<file path="src/rtl/pipe_stage_reg_if.sv">
// Valid/ready handshake bundle for pipe_stage_reg: upstream (in_*) and downstream (out_*) channels.
// The master modport is the environment side, the slave modport is the stage itself.
interface pipe_stage_reg_if #(
  parameter int WIDTH = 32
);
  logic             in_valid;
  logic             in_ready;
  logic [WIDTH-1:0] in_data;
  logic             out_valid;
  logic             out_ready;
  logic [WIDTH-1:0] out_data;

  modport master (
    output in_valid, in_data, out_ready,
    input  in_ready, out_valid, out_data
  );

  modport slave (
    input  in_valid, in_data, out_ready,
    output in_ready, out_valid, out_data
  );
endinterface

</file>
<file path="src/rtl/pipe_stage_reg.sv">
// Registered valid/ready pipeline stage with flush and a saturating stall counter.
// Define PIPE_STAGE_SKID_EN for the two-entry skid buffer; otherwise a single-entry stage.
//
// state | meaning (PIPE_STAGE_SKID_EN only)
// EMPTY | no payload held
// FULL  | main register holds the output payload
// SKID  | main and skid both hold payloads, upstream is back-pressured
module pipe_stage_reg #(
  parameter int               WIDTH       = 32,
  parameter logic [WIDTH-1:0] RESET_VALUE = '0,
  parameter int               CNT_W       = 16
) (
  input  logic             clk,
  input  logic             reset,
  pipe_stage_reg_if.slave  bus,
  input  logic             flush,
  output logic [CNT_W-1:0] stall_count
);

  logic             out_valid_q;
  logic [WIDTH-1:0] main_q;
  logic [CNT_W-1:0] stall_q;
  logic             accept;
  logic             pop;

  assign bus.out_valid = out_valid_q;
  assign bus.out_data  = main_q;
  assign stall_count   = stall_q;

  assign accept = bus.in_valid && bus.in_ready;
  assign pop    = out_valid_q && bus.out_ready;

`ifdef PIPE_STAGE_SKID_EN
  typedef enum logic [1:0] {
    EMPTY = 2'd0,
    FULL  = 2'd1,
    SKID  = 2'd2
  } state_t;

  state_t           state_q;
  state_t           state_d;
  logic             skid_valid_q;
  logic [WIDTH-1:0] skid_q;
  logic             load_main_in;
  logic             load_main_skid;
  logic             load_skid;

  // Ready depends only on a flop, so out_ready never reaches in_ready.
  assign bus.in_ready = !skid_valid_q;

  always_ff @(posedge clk or negedge reset) begin
    if (!reset) begin
      state_q <= EMPTY;
    end else begin
      state_q <= state_d;
    end
  end

  always_comb begin
    state_d        = state_q;
    load_main_in   = 1'b0;
    load_main_skid = 1'b0;
    load_skid      = 1'b0;
    case (state_q)
      EMPTY: begin
        if (accept) begin
          state_d      = FULL;
          load_main_in = 1'b1;
        end
      end
      FULL: begin
        if (accept && pop) begin
          load_main_in = 1'b1;
        end else if (accept) begin
          state_d   = SKID;
          load_skid = 1'b1;
        end else if (pop) begin
          state_d = EMPTY;
        end
      end
      SKID: begin
        if (pop) begin
          state_d        = FULL;
          load_main_skid = 1'b1;
        end
      end
      default: state_d = EMPTY;
    endcase
    if (flush) begin
      state_d        = EMPTY;
      load_main_in   = 1'b0;
      load_main_skid = 1'b0;
      load_skid      = 1'b0;
    end
  end

  // Valid bits are kept as their own flops so the outputs need no state decode.
  always_ff @(posedge clk or negedge reset) begin
    if (!reset) begin
      out_valid_q  <= 1'b0;
      skid_valid_q <= 1'b0;
    end else begin
      out_valid_q  <= (state_d != EMPTY);
      skid_valid_q <= (state_d == SKID);
    end
  end

  always_ff @(posedge clk or negedge reset) begin
    if (!reset) begin
      main_q <= RESET_VALUE;
      skid_q <= RESET_VALUE;
    end else begin
      if (load_main_in) begin
        main_q <= bus.in_data;
      end else if (load_main_skid) begin
        main_q <= skid_q;
      end
      if (load_skid) begin
        skid_q <= bus.in_data;
      end
    end
  end
`else
  // A pop frees the single entry in the same cycle, giving zero-bubble replacement.
  assign bus.in_ready = !out_valid_q || bus.out_ready;

  always_ff @(posedge clk or negedge reset) begin
    if (!reset) begin
      out_valid_q <= 1'b0;
    end else if (flush) begin
      out_valid_q <= 1'b0;
    end else if (accept) begin
      out_valid_q <= 1'b1;
    end else if (pop) begin
      out_valid_q <= 1'b0;
    end
  end

  always_ff @(posedge clk or negedge reset) begin
    if (!reset) begin
      main_q <= RESET_VALUE;
    end else if (accept && !flush) begin
      main_q <= bus.in_data;
    end
  end
`endif

  always_ff @(posedge clk or negedge reset) begin
    if (!reset) begin
      stall_q <= '0;
    end else if (out_valid_q && !bus.out_ready && !flush && (stall_q != {CNT_W{1'b1}})) begin
      stall_q <= stall_q + CNT_W'(1);
    end
  end

endmodule

</file>
<file path="src/flat_wrapper.sv">
// flat-port wrapper written by rule: the top's interface ports become plain ports
module pipe_stage_reg_flat 
#(
  parameter int               WIDTH       = 32,
  parameter logic [WIDTH-1:0] RESET_VALUE = '0,
  parameter int               CNT_W       = 16
)
  (clk, reset, flush, stall_count, bus_in_valid, bus_in_data, bus_out_ready, bus_in_ready, bus_out_valid, bus_out_data);
  pipe_stage_reg_if #(.WIDTH(WIDTH)) bus_i ();
  input  logic clk;
  input  logic reset;
  input  logic flush;
  output logic [CNT_W-1:0] stall_count;
  input wire logic [$bits(bus_i.in_valid)-1:0] bus_in_valid;
  input wire logic [$bits(bus_i.in_data)-1:0] bus_in_data;
  input wire logic [$bits(bus_i.out_ready)-1:0] bus_out_ready;
  output wire logic [$bits(bus_i.in_ready)-1:0] bus_in_ready;
  output wire logic [$bits(bus_i.out_valid)-1:0] bus_out_valid;
  output wire logic [$bits(bus_i.out_data)-1:0] bus_out_data;
  assign bus_i.in_valid = bus_in_valid;
  assign bus_i.in_data = bus_in_data;
  assign bus_i.out_ready = bus_out_ready;
  assign bus_in_ready = bus_i.in_ready;
  assign bus_out_valid = bus_i.out_valid;
  assign bus_out_data = bus_i.out_data;
  pipe_stage_reg #(.WIDTH(WIDTH), .RESET_VALUE(RESET_VALUE), .CNT_W(CNT_W)) u_core (.clk(clk), .reset(reset), .bus(bus_i), .flush(flush), .stall_count(stall_count));
endmodule
</file>
<file path="config.mk">
export PLATFORM = sky130hd
export DESIGN_NAME = pipe_stage_reg_flat
export DESIGN_NICKNAME = d
export VERILOG_FILES = /design/src/rtl/pipe_stage_reg_if.sv /design/src/rtl/pipe_stage_reg.sv /design/src/flat_wrapper.sv
export SDC_FILE = /design/constraint.sdc
export NUM_CORES = 1
export LEC_CHECK = 0
export ABC_AREA = 1
export BUFFER_PORTS_ARGS = -buffer_cell sky130_fd_sc_hd__buf_2
export CAP_MARGIN = 25
export CORE_UTILIZATION = 44
export CTS_CLUSTER_SIZE = 28
export DETAILED_ROUTE_END_ITERATION = 12
export PLACE_DENSITY = 0.76
export SYNTH_ARGS = -nofsm -noshare
export SYNTH_HDL_FRONTEND = slang
export SYNTH_SLANG_ARGS = --single-unit
export TNS_END_PERCENT = 50
</file>
<file path="constraint.sdc">
create_clock -name clk -period 1.43 [get_ports clk]
set_input_delay 0.286 -clock clk [delete_from_list [all_inputs] [get_ports clk]]
set_output_delay 0.286 -clock clk [all_outputs]
set_load 0.05 [all_outputs]
</file>
[Word level (Yosys, flattened, before mapping)]
Cells that the tools add are included.
Widths: inputs -> output; s select.
Word-level totals
  logic and storage cells: 19
  output and inout bits: 50
  input port bits: 37
  flip-flop bits (word level): 49
Cells by class
  equal/unequal tests: 1
  muxes and demuxes: 3
  $add $sub $neg: 1
  reductions and logical operators: 11
Operator list (count)
  $add 16x1->16 const B: 1
  $ne 16x16->1 const B: 1
  $logic_and 1x1->1: 6
  $logic_not 1->1: 3
  $mux 1: 3
  $reduce_bool 3->1: 1
  $logic_or 1x1->1: 1

[Longest topological paths before layout]
Gate-level depths: netlist (run 1).
  depth in word-level cells: 5
  gate-level depth with buffers: 8
  gate-level depth less buffers: 8

[Worst setup path after synthesis (run 1)]
No wires, ideal clock.
  path type: flip-flop to flip-flop
  start: register u_core.out_valid_q (netlist: u_core.bus.out_valid)
  end: register u_core.main_q[0] (netlist: u_core.bus.out_data[0])
  path buffers: 1
  cell stages (with the launch flop): 5
  clock period less this slack: 2099 ps
  required time: 1305 ps
  path slack: -669 ps
  data arrival time: 1975 ps
  setup time: 125 ps
  path through: dfrtp_1 > nand2_1 > nand3b_1 > buf_2 > mux2_2
On the way
  longest elaborated chain between the ends: 4
Ends and longest elaborated chain
  start, declared: RTL line pipe_stage_reg.sv:20  | logic out_valid_q;
  start signal, assigned: RTL line pipe_stage_reg.sv:129  | out_valid_q <= 1'b0;
  start signal, assigned: RTL line pipe_stage_reg.sv:131  | out_valid_q <= 1'b0;
  start signal, assigned: RTL line pipe_stage_reg.sv:133  | out_valid_q <= 1'b1;
  $logic_not 1->1: RTL line pipe_stage_reg.sv:125  | assign bus.in_ready = !out_valid_q || bus.out_ready;
  $logic_or 1x1->1: RTL line pipe_stage_reg.sv:125
  net bus_in_ready: RTL line flat_wrapper.sv:17  | output wire logic [$bits(bus_i.in_ready)-1:0] bus_in_ready;
  $logic_and 1x1->1: RTL line pipe_stage_reg.sv:30  | assign accept = bus.in_valid && bus.in_ready;
  $logic_and 1x1->1: RTL line pipe_stage_reg.sv:142  | end else if (accept && !flush) begin
  end signal, assigned: RTL line pipe_stage_reg.sv:143  | main_q <= bus.in_data;
  end, declared: RTL line pipe_stage_reg.sv:21  | logic [WIDTH-1:0] main_q;
The timed path passes the listed nets, and every way through them passes these cells.
A chain may end at the register's enable or synchronous reset.

[Final worst setup path (run 1)]
  start: register u_core.stall_q[12] (netlist: u_core.stall_count[12])
  end: output stall_count[12]
RTL lines
  start, declared: RTL line pipe_stage_reg.sv:22  | logic [CNT_W-1:0] stall_q;
  start signal, assigned: RTL line pipe_stage_reg.sv:152  | stall_q <= stall_q + CNT_W'(1);
  end, declared: RTL line flat_wrapper.sv:13  | output logic [CNT_W-1:0] stall_count;
No word-level cell between the ends.

==> results.toml, run 1 <==
[run_status]
run_status = "completed"

[logic_synthesis]
ys_ff_latch = 49
syn_nets = 266
synthAdderAreaFrac_pct = 0.549
synthXorXnorAreaFrac_pct = 2.31
synthSimpleGateAreaFrac_pct = 21.6
synth_top_cell_by_area = "dfrtp_1"
yosys-top-cells-area = "dfrtp_1 (54%), mux2_2 (16%), nand2_1 (13%)"
syn_inst = 228
synth_top_family_by_area = "simple AND/OR/NAND/NOR gates"
seq_area_frac_synth_pct = 53.8
ys.warnings.count = 0
synth_compound_area_share_pct = 1.59
synthMuxAreaShare_pct = 15.8
yosysTopAreaCellShare_pct = 53.8
syn_area_sq_um = 2280
avgSynthCellArea_sq_um = 10.0
ys_types = 19

[place]
port_buffers = 86
hpwl_mm = 3.79
gp_congestion = 0.798

[floorplanning]
coreArea_sq_um = 4850
die_x_microns = 74.0
dieHeight_microns = 74.0
dieArea_sq_um = 5470
ios = 87
num_rows = 25
start_util_pct = 47.0

[cells_and_area]
fillCellCount = 401
area_growth_pct = 39.8
finalNetCount = 385
drive_above_1_share_pct = 54.0
diodes = 0

[power_and_ir_drop]
ir_worst_vdd_mv = 0.943
switching_share_pct = 40.3
combPwrFrac_pct = 37.3
pwr-share-seq_pct = 42.5
internal-power_mw = 2.37
totalPowerFinal_mw = 3.97
p_clk_share_pct = 20.2
p_switching_mw = 1.60
powerDensity_nw_per_um2 = 1250
power_leakage_nw = 1.61

[global_routing]
grt_start_max_net_pins = 50
first_global_vias = 1712
grt_usage_pct = 18.7
grt_pass1_wl_mm = 7.70
grt-ovfl-total = 0
antenna_found_initial = 0

[worst_setup_path]
cp_cell_sequence = "buf_4 -> buf_2"
cp-start-kind = "flop"
crit_required_ns = 1.14
setup.worst_path.end_class = "output port"
crit_arrival_ns = 1.08
path_max_fanout = 5
worstSetupPathType = "reg2out"
critical_path.max_stage_delay_ns = 0.38
critPathSlowestCell = "dfrtp_1"

[hold_path]
min_path_type = "in2reg"

[clock_network]
clockBufferDepth = 2
cts_tree = "built"
clk_latency_ns = 0.30
cts_sinks = 49
clk_pin_slew_ns = 0.09
root_buffer = "clkbuf_8"
htreeDepth = 2
cts_inserted_buffers = 5

[flow_run]
maxCapViolCount = 0

[sta]
rsz0062_at_grt = "no"
fin_crit_ns = 1.37
finalMaxSlewViolations = 0
finalSetupViolCount = 0
final.setup.tns_ns = 0
relSlewSlack_pct = 82.8
finClkSkew_ns = 0.00822
tightest_slew_ns = 0.258
whs_ns = 0.209
fmax_mhz = 733
hold_viol = 0
final.period_utilization_pct = 95.5

[route]
wl_per_cell_microns = 12.1
viasPerCell = 4.64
num_vias = 1925
drc = 0
antenna_left = 0
first_iter_violations = 82
routed_wl_mm = 5.01
drtPass1Iterations = 4
==> synthesized netlist by cell type <==
cell type,n
xor2_1,2
mux2_2,32
o21ai_4,1
nand3_1,6
nand3_4,1
nand4_1,4
ha_1,1
xnor2_1,4
nor2_8,1
o21ai_0,4
nor2_1,16
dfrtp_1,49
buf_6,2
nand2_2,2
inv_1,15
buf_2,4
nand2_1,80
nand3b_1,2
nor2_2,2
==> power by group through the flow <==
stage	sequential, mW	combinational (mW)	clock [mW]
2_1_floorplan	2.46	0.299	0
3_3_place_gp	1.70	1.46	0
3_5_place_dp	1.72	1.48	0
4_1_cts	1.69	1.49	0.827
5_1_grt	1.71	1.57	0.877
6_report	1.69	1.48	0.800
==> worst paths after layout <==
kind                                             start  slack (ns)                 endpoint  cells past startpoint
worst max-delay path            u_core.stall_count[12]        0.06          stall_count[12]                      2
max in group asynchronous                        reset        0.69    u_core.stall_count[3]                      3
worst min register to register  u_core.bus.out_data[1]        0.50   u_core.bus.out_data[1]                      1
worst max register to register  u_core.stall_count[15]        0.11    u_core.stall_count[1]                      8
worst min-delay path                   bus_in_data[20]        0.21  u_core.bus.out_data[20]                      2
min in group asynchronous                        reset        0.50    u_core.stall_count[4]                      3
==> metrics by stage <==
| step | setup slack (ns) | instance area (sq um) | instances | util [%] |
|---|---|---|---|---|
| final | 0.0650 | 3190 | 415 | 65.7 |
| after floorplan | -0.124 | 2330 | 228 | - |
| after global placement | -0.0796 | 3030 | 403 | 62.4 |
| after detailed placement | -0.114 | 3030 | 403 | 62.4 |
| after CTS | 0.0566 | 3130 | 412 | 64.5 |
| after global routing | 0.00443 | 3190 | 415 | 65.7 |
==> flip-flops by register name, summed over array words and instances (netlist names) <==
register / count
u_core.bus.out_valid: 1
u_core.bus.out_data: 32
u_core.stall_count: 16
==> worst max-delay path, delay by kind of cell, from the launching register on <==
family                 cells  cell delay (ns)
buffers and inverters      2             0.40
flip-flops                 1             0.38
==> cell usage in the layout (no fill, tap or decap), types with 3 or more instances in the layout <==
cell,netlist,final
buf_12,0,3
buf_2,4,86
buf_4,0,27
clkbuf_8,0,5
dfrtp_1,49,33
dfrtp_2,0,16
inv_1,15,15
mux2_2,32,32
nand2_1,80,79
nand3_1,6,5
nand4_1,4,4
nor2_1,16,10
nor2_2,2,7
o21ai_0,4,3
xnor2_1,4,4
==> area by class of cell <==
type                    count  area [sq um]  share of cell area [%]
multi-input cells         158           998                    31.3
repair buffers            118           714                    22.4
inverters                  15          56.3                    1.77
clock inverters             2          15.0                   0.471
well taps                  67          83.8                    2.63
clock buffers               6          72.6                    2.28
flip-flops and latches     49          1250                    39.1
==> routing by layer <==
metal	vias to the layer above	share of wire [%]	global-route usage, %
li1	963	-	-
met1	905	41	23.3
met2	52	54	32.5
met3	5	4.0	3.93
met4	0	1.3	5.77
met5	-	0	0
==> repair_timing <==
item | 4_1_cts | 5_1_grt
endpoints found under the setup margin | 15 | 15
hold buffers | 1 | 0
gates resized for setup | 1 | 9
endpoints found under the hold margin | 49 | 0
pin swaps | 0 | 1
buffers inserted | 0 | 3
==> logic make-up (layout without fill, tap and decap cells) <==
family | after synthesis | after routing
adder cells (fa/ha/maj) | 1 | 1
XOR/XNOR | 6 | 6
flip-flops | 49 | 49
multiplexers | 32 | 32
buffers and inverters | 21 | 141
AND/OR/NAND/NOR | 114 | 114
AO/OA/AOI/OAI | 5 | 5
(Power assumes the default switching activity.)
==> run 2, diff against run 1 <==
- CORE_UTILIZATION: 44 -> 49
- PLACE_DENSITY: 0.76 -> 0.8
- clock period: 1.43 -> 1.4 ns (I/O delays scaled with it)
==> run 2 against run 1 <==
Against the previous run:
- power grew 7.3%
- wire length rose by 1.2%
- register-to-register slack worse by 0.07 ns
- largest cell class unchanged
- cell count fell by 6.7%
- via count barely moved
- die area shrank 9.9%
- highest routed layer unchanged
- sequential power rose by 4%
- clock skew shrank 0.0043 ns
- critical path type unchanged
- largest power group unchanged
==> results.toml, run 2 (synthesized netlist as in run 1, its figures left out) <==
[power_and_ir_drop]
power_leakage_nw = 1.56
powerDensity_nw_per_um2 = 1390
ir_worst_vdd_mv = 0.783

[floorplanning]
die_x_microns = 70.2
ios = 87
coreArea_sq_um = 4410
start_util_pct = 51.6
dieHeight_microns = 70.2
dieArea_sq_um = 4930
num_rows = 24

[global_routing]
grt_pass1_wl_mm = 7.96
antenna_found_initial = 0
grt_usage_pct = 20.3
grt-ovfl-total = 0
first_global_vias = 1757
grt_start_max_net_pins = 36

[sta]
fin_crit_ns = 1.37
finClkSkew_ns = 0.00394
final.setup.tns_ns = 0
fmax_mhz = 730
setup_slack_ns = 0.0305
finalSetupViolCount = 0
final.period_utilization_pct = 97.8
hold_viol = 0
tightest_slew_ns = 0.365
finalMaxSlewViolations = 0
relSlewSlack_pct = 75.7

[clock_network]
clk_pin_slew_ns = 0.09
htreeDepth = 2
cts_inserted_buffers = 5
root_buffer = "clkbuf_8"
clockBufferDepth = 2
cts_tree = "built"
clk_latency_ns = 0.30
cts_sinks = 49

[worst_setup_path]
crit_required_ns = 1.12
critPathSlowestCell = "dfrtp_2"
cp-start-kind = "flop"
setup.worst_path.end_class = "output port"
critical_path.max_stage_delay_ns = 0.45
crit_buf_inv = 2
path_delay_family = "flip-flops"
cp.depth = 2
cp_cell_sequence = "buf_4 -> buf_2"
worstSetupPathType = "reg2out"
path_max_fanout = 5
rr_worst_depth = 8
crit_arrival_ns = 1.09

[cells_and_area]
final_cell_area_sq_um = 3070
largest_reg_flops = 32
finalNetCount = 372
diodes = 0
area_growth_pct = 34.6
fillCellCount = 345
final_cell_mix = "buf_2 (86), nand2_1 (79), dfrtp_1 (33)"
layout_commonest_cell = "buf_2"
drive_above_1_share_pct = 51.6

[route]
wl_per_cell_microns = 13.1
viasPerCell = 4.97
num_vias = 1924
drc = 0
first_iter_violations = 82
routed_wl_mm = 5.07
antenna_left = 0
drtPass1Iterations = 6

[place]
place_ws_ns = -0.0204
gp_congestion = 0.817
port_buffers = 86
hpwl_mm = 3.80
postPlaceCellArea_sq_um = 2890

[hold_path]
holdPathStages = 2
min_path_type = "in2reg"

[flow_run]
maxCapViolCount = 0

[run_status]
run_status = "completed"
-- run 2: metrics by stage --
stage / total power [mW] / utilization [%] / hold slack, ns / std cells
5_1_grt: 4.40 / 69.5 / 0.198 / 387
3_3_place_gp: 3.19 / 65.6 / 0.211 / 373
4_1_cts: 4.25 / 68.3 / 0.199 / 382
6_report: 4.26 / 69.5 / 0.207 / 387
3_5_place_dp: 3.24 / 65.6 / 0.214 / 373
2_1_floorplan: 2.82 / - / -0.0156 / 228
-- run 2: layout make-up --
type | count | area, sq um | area share, %
multi-input combinational | 158 | 988 | 32.2
clock buffer | 6 | 72.6 | 2.37
sequential | 49 | 1250 | 40.6
tap | 52 | 65.1 | 2.12
timing repair buffer | 105 | 601 | 19.6
inverter | 15 | 56.3 | 1.84
clock inverter | 2 | 38.8 | 1.26
-- run 2: timing repair --
action                                  4_1_cts  5_1_grt
endpoints found under the setup margin        0       16
buffers inserted                              0        5
resized for setup                             0        5
endpoints found under the hold margin        14        0
hold buffers                                  1        0
-- run 2: worst reg2reg max path, delay by kind of cell (launching register included) --
| family | cells | cell delay, ns |
|---|---|---|
| buffers and inverters | 1 | 0.16 |
| DFF | 1 | 0.41 |
| and+or+nand+nor | 7 | 0.68 |
-- run 2: where the power goes --
part	leakage (nW)	total (mW)	switching (mW)	internal (mW)
combinational	0.931	1.50	1.06	0.438
sequential	0.578	1.75	0.126	1.62
clock	0.0554	1.01	0.470	0.537
total	1.56	4.26	1.66	2.60
-- run 2: worst paths after layout --
kind | startpoint | endpoint | slack (ns)
setup / recovery | u_core.stall_count[2] | stall_count[2] | 0.03
hold / removal | bus_in_data[1] | u_core.bus.out_data[1] | 0.21
setup reg to reg | u_core.stall_count[2] | u_core.stall_count[5] | 0.04
hold reg to reg | u_core.bus.out_data[3] | u_core.bus.out_data[3] | 0.51
max in group asynchronous | reset | u_core.stall_count[8] | 0.48
min in group asynchronous | reset | u_core.stall_count[7] | 0.41
-- run 2: metal layers --
| layer | share of wire (%) | track usage [%] | vias up |
|---|---|---|---|
| met1 | 40 | 24.7 | 919 |
| li1 | - | - | 939 |
| met5 | 0 | 0 | - |
| met2 | 54 | 36.4 | 56 |
| met3 | 4.0 | 3.32 | 10 |
| met4 | 1.4 | 6.67 | 0 |
==> run 3, diff against run 2 <==
- BUFFER_PORTS_ARGS: -buffer_cell sky130_fd_sc_hd__buf_2 -> -buffer_cell sky130_fd_sc_hd__clkbuf_2
- CORE_UTILIZATION: 49 -> 52
- PLACE_DENSITY: 0.8 -> 0.84
- clock period: 1.4 -> 1.6 ns (I/O delays scaled with it)
==> run 3 against run 2 <==
Against the previous run:
- count of clock-buffer cells in the layout stayed put
- cell area decreased by 4.1%
- non-clock buffer count fell by 9
- via count down 2.2%
- hold slack gained 0.039 ns
- largest cell class unchanged
- first-iteration DRC count increased by 12%
- sequential share of layout area up 1.4 points
- die area is 5.6% lower
==> results.toml, run 3 (synthesized netlist as in run 1, its figures left out) <==
[cells_and_area]
final_cell_mix = "clkbuf_2 (86), nand2_1 (79), dfrtp_1 (42)"
layout_commonest_cell = "clkbuf_2"
drive_above_1_share_pct = 45.7
largest_reg_flops = 32
layout.cells.non_filler = 376
final_cell_area_sq_um = 2940
post-route-util_pct = 71.5
fillCellCount = 329
finalNetCount = 363
diodes = 0
area_growth_pct = 29.0

[clock_network]
clockBufferDepth = 2
postCtsSetupRepairBufs = 0
clk_latency_ns = 0.30
root_buffer = "clkbuf_8"
cts_inserted_buffers = 5
clk_pin_slew_ns = 0.09
cts_sinks = 49
htreeDepth = 2
cts_tree = "built"

[place]
gp_congestion = 0.853
hpwl_mm = 3.78
place_ws_ns = -0.0203
postPlaceCellArea_sq_um = 2840
dp_cells = 367
port_buffers = 86

[sta]
whs_ns = 0.246
hold_viol = 0
finalSetupViolCount = 0
fmax_mhz = 699
rsz0062_at_grt = "no"
setup_slack_ns = 0.169
final.period_utilization_pct = 89.5
fin_crit_ns = 1.43
relSlewSlack_pct = 67.4
finClkSkew_ns = 0.00623
tightest_slew_ns = 0.489
finalMaxSlewViolations = 0
final.setup.tns_ns = 0

[floorplanning]
dieHeight_microns = 68.2
ios = 87
coreArea_sq_um = 4120
start_util_pct = 55.4
dieArea_sq_um = 4650
die_x_microns = 68.2
num_rows = 23

[worst_setup_path]
path_max_fanout = 15
crit_arrival_ns = 1.67
cp-start-kind = "flop"
critical_path.max_stage_delay_ns = 0.46
setup.worst_path.end_class = "flop"
crit_required_ns = 1.84
critPathSlowestCell = "dfrtp_2"
cp_cell_sequence = "ha_1 -> nand3_4 -> nor2_1 -> nor2_4 -> nand2_1 -> nand2_1"
cp_common_cell = "nand2_1"
worstSetupPathType = "reg2reg"

[flow_run]
maxCapViolCount = 0

[power_and_ir_drop]
totalPowerFinal_mw = 3.49
ir_worst_vdd_mv = 0.794
powerDensity_nw_per_um2 = 1190
power_leakage_nw = 1.52

[route]
first_iter_violations = 92
drc = 0
num_vias = 1881
antenna_left = 0
routed_wl_mm = 4.86
viasPerCell = 5.00
wl_per_cell_microns = 12.9
drtPass1Iterations = 4

[hold_path]
min_path_type = "in2reg"

[global_routing]
grt_usage_pct = 21.6
grt_start_max_net_pins = 34
antenna_found_initial = 0
grt-ovfl-total = 0
first_global_vias = 1626
grt_pass1_wl_mm = 7.33

[run_status]
run_status = "completed"
[run 3: cell types whose count changed in the layout (fill, tap and decap cells not counted), moves of 2 or more]
cell        previous run  this run
buf_2                 86         0
buf_4                 16         7
clkbuf_2               0        86
clkinvlp_4             0         2
dfrtp_1               33        42
dfrtp_2               16         7
nor2_1                12        16
nor2_2                 6         1
[run 3: timing repair]
action	in CTS	in global routing
hold buffers	1	0
endpoints found under the setup margin	11	0
endpoints found under the hold margin	17	0
gates resized for setup	1	0
[run 3: worst paths after layout]
path                                         startpoint                       to  slack, ns  cells after the start
worst max-delay path              u_core.stall_count[0]    u_core.stall_count[0]       0.17                      6
worst min-delay path                    bus_in_data[24]  u_core.bus.out_data[24]       0.25                      2
worst max register to register    u_core.stall_count[0]    u_core.stall_count[0]       0.17                      6
worst min register to register  u_core.bus.out_data[18]  u_core.bus.out_data[18]       0.51                      1
max in group asynchronous                         reset   u_core.bus.out_data[6]       0.55                      3
min in group asynchronous                         reset   u_core.bus.out_data[5]       0.51                      2
[run 3: worst max-delay path: cells and delay by family, from the launching register on]
family                     cells  cell delay (ns)
DFF                            1             0.46
and+or+nand+nor                5             0.67
adders and majority gates      1             0.25
[run 3: per-layer routing]
metal | track usage (%) | share of wire, % | up-vias
li1 | - | - | 925
met1 | 27.0 | 43 | 893
met2 | 35.5 | 51 | 54
met3 | 5.67 | 4.8 | 9
met4 | 8.33 | 1.7 | 0
met5 | 0 | 0 | -
[run 3: layout make-up]
class / count / area (sq um) / area share, %
multi-input combinational: 158 / 967 / 32.9
tap: 50 / 62.6 / 2.13
clock inverter: 2 / 15.0 / 0.510
sequential: 49 / 1230 / 42.0
timing repair buffer: 96 / 533 / 18.1
inverter: 15 / 56.3 / 1.91
clock buffer: 6 / 72.6 / 2.47
[run 3: power breakdown]
| part | switching (mW) | leakage, nW | total, mW | internal, mW |
|---|---|---|---|---|
| logic | 0.892 | 0.892 | 1.22 | 0.330 |
| registers | 0.127 | 0.593 | 1.55 | 1.42 |
| clock network | 0.411 | 0.0374 | 0.719 | 0.309 |
| total | 1.43 | 1.52 | 3.49 | 2.06 |
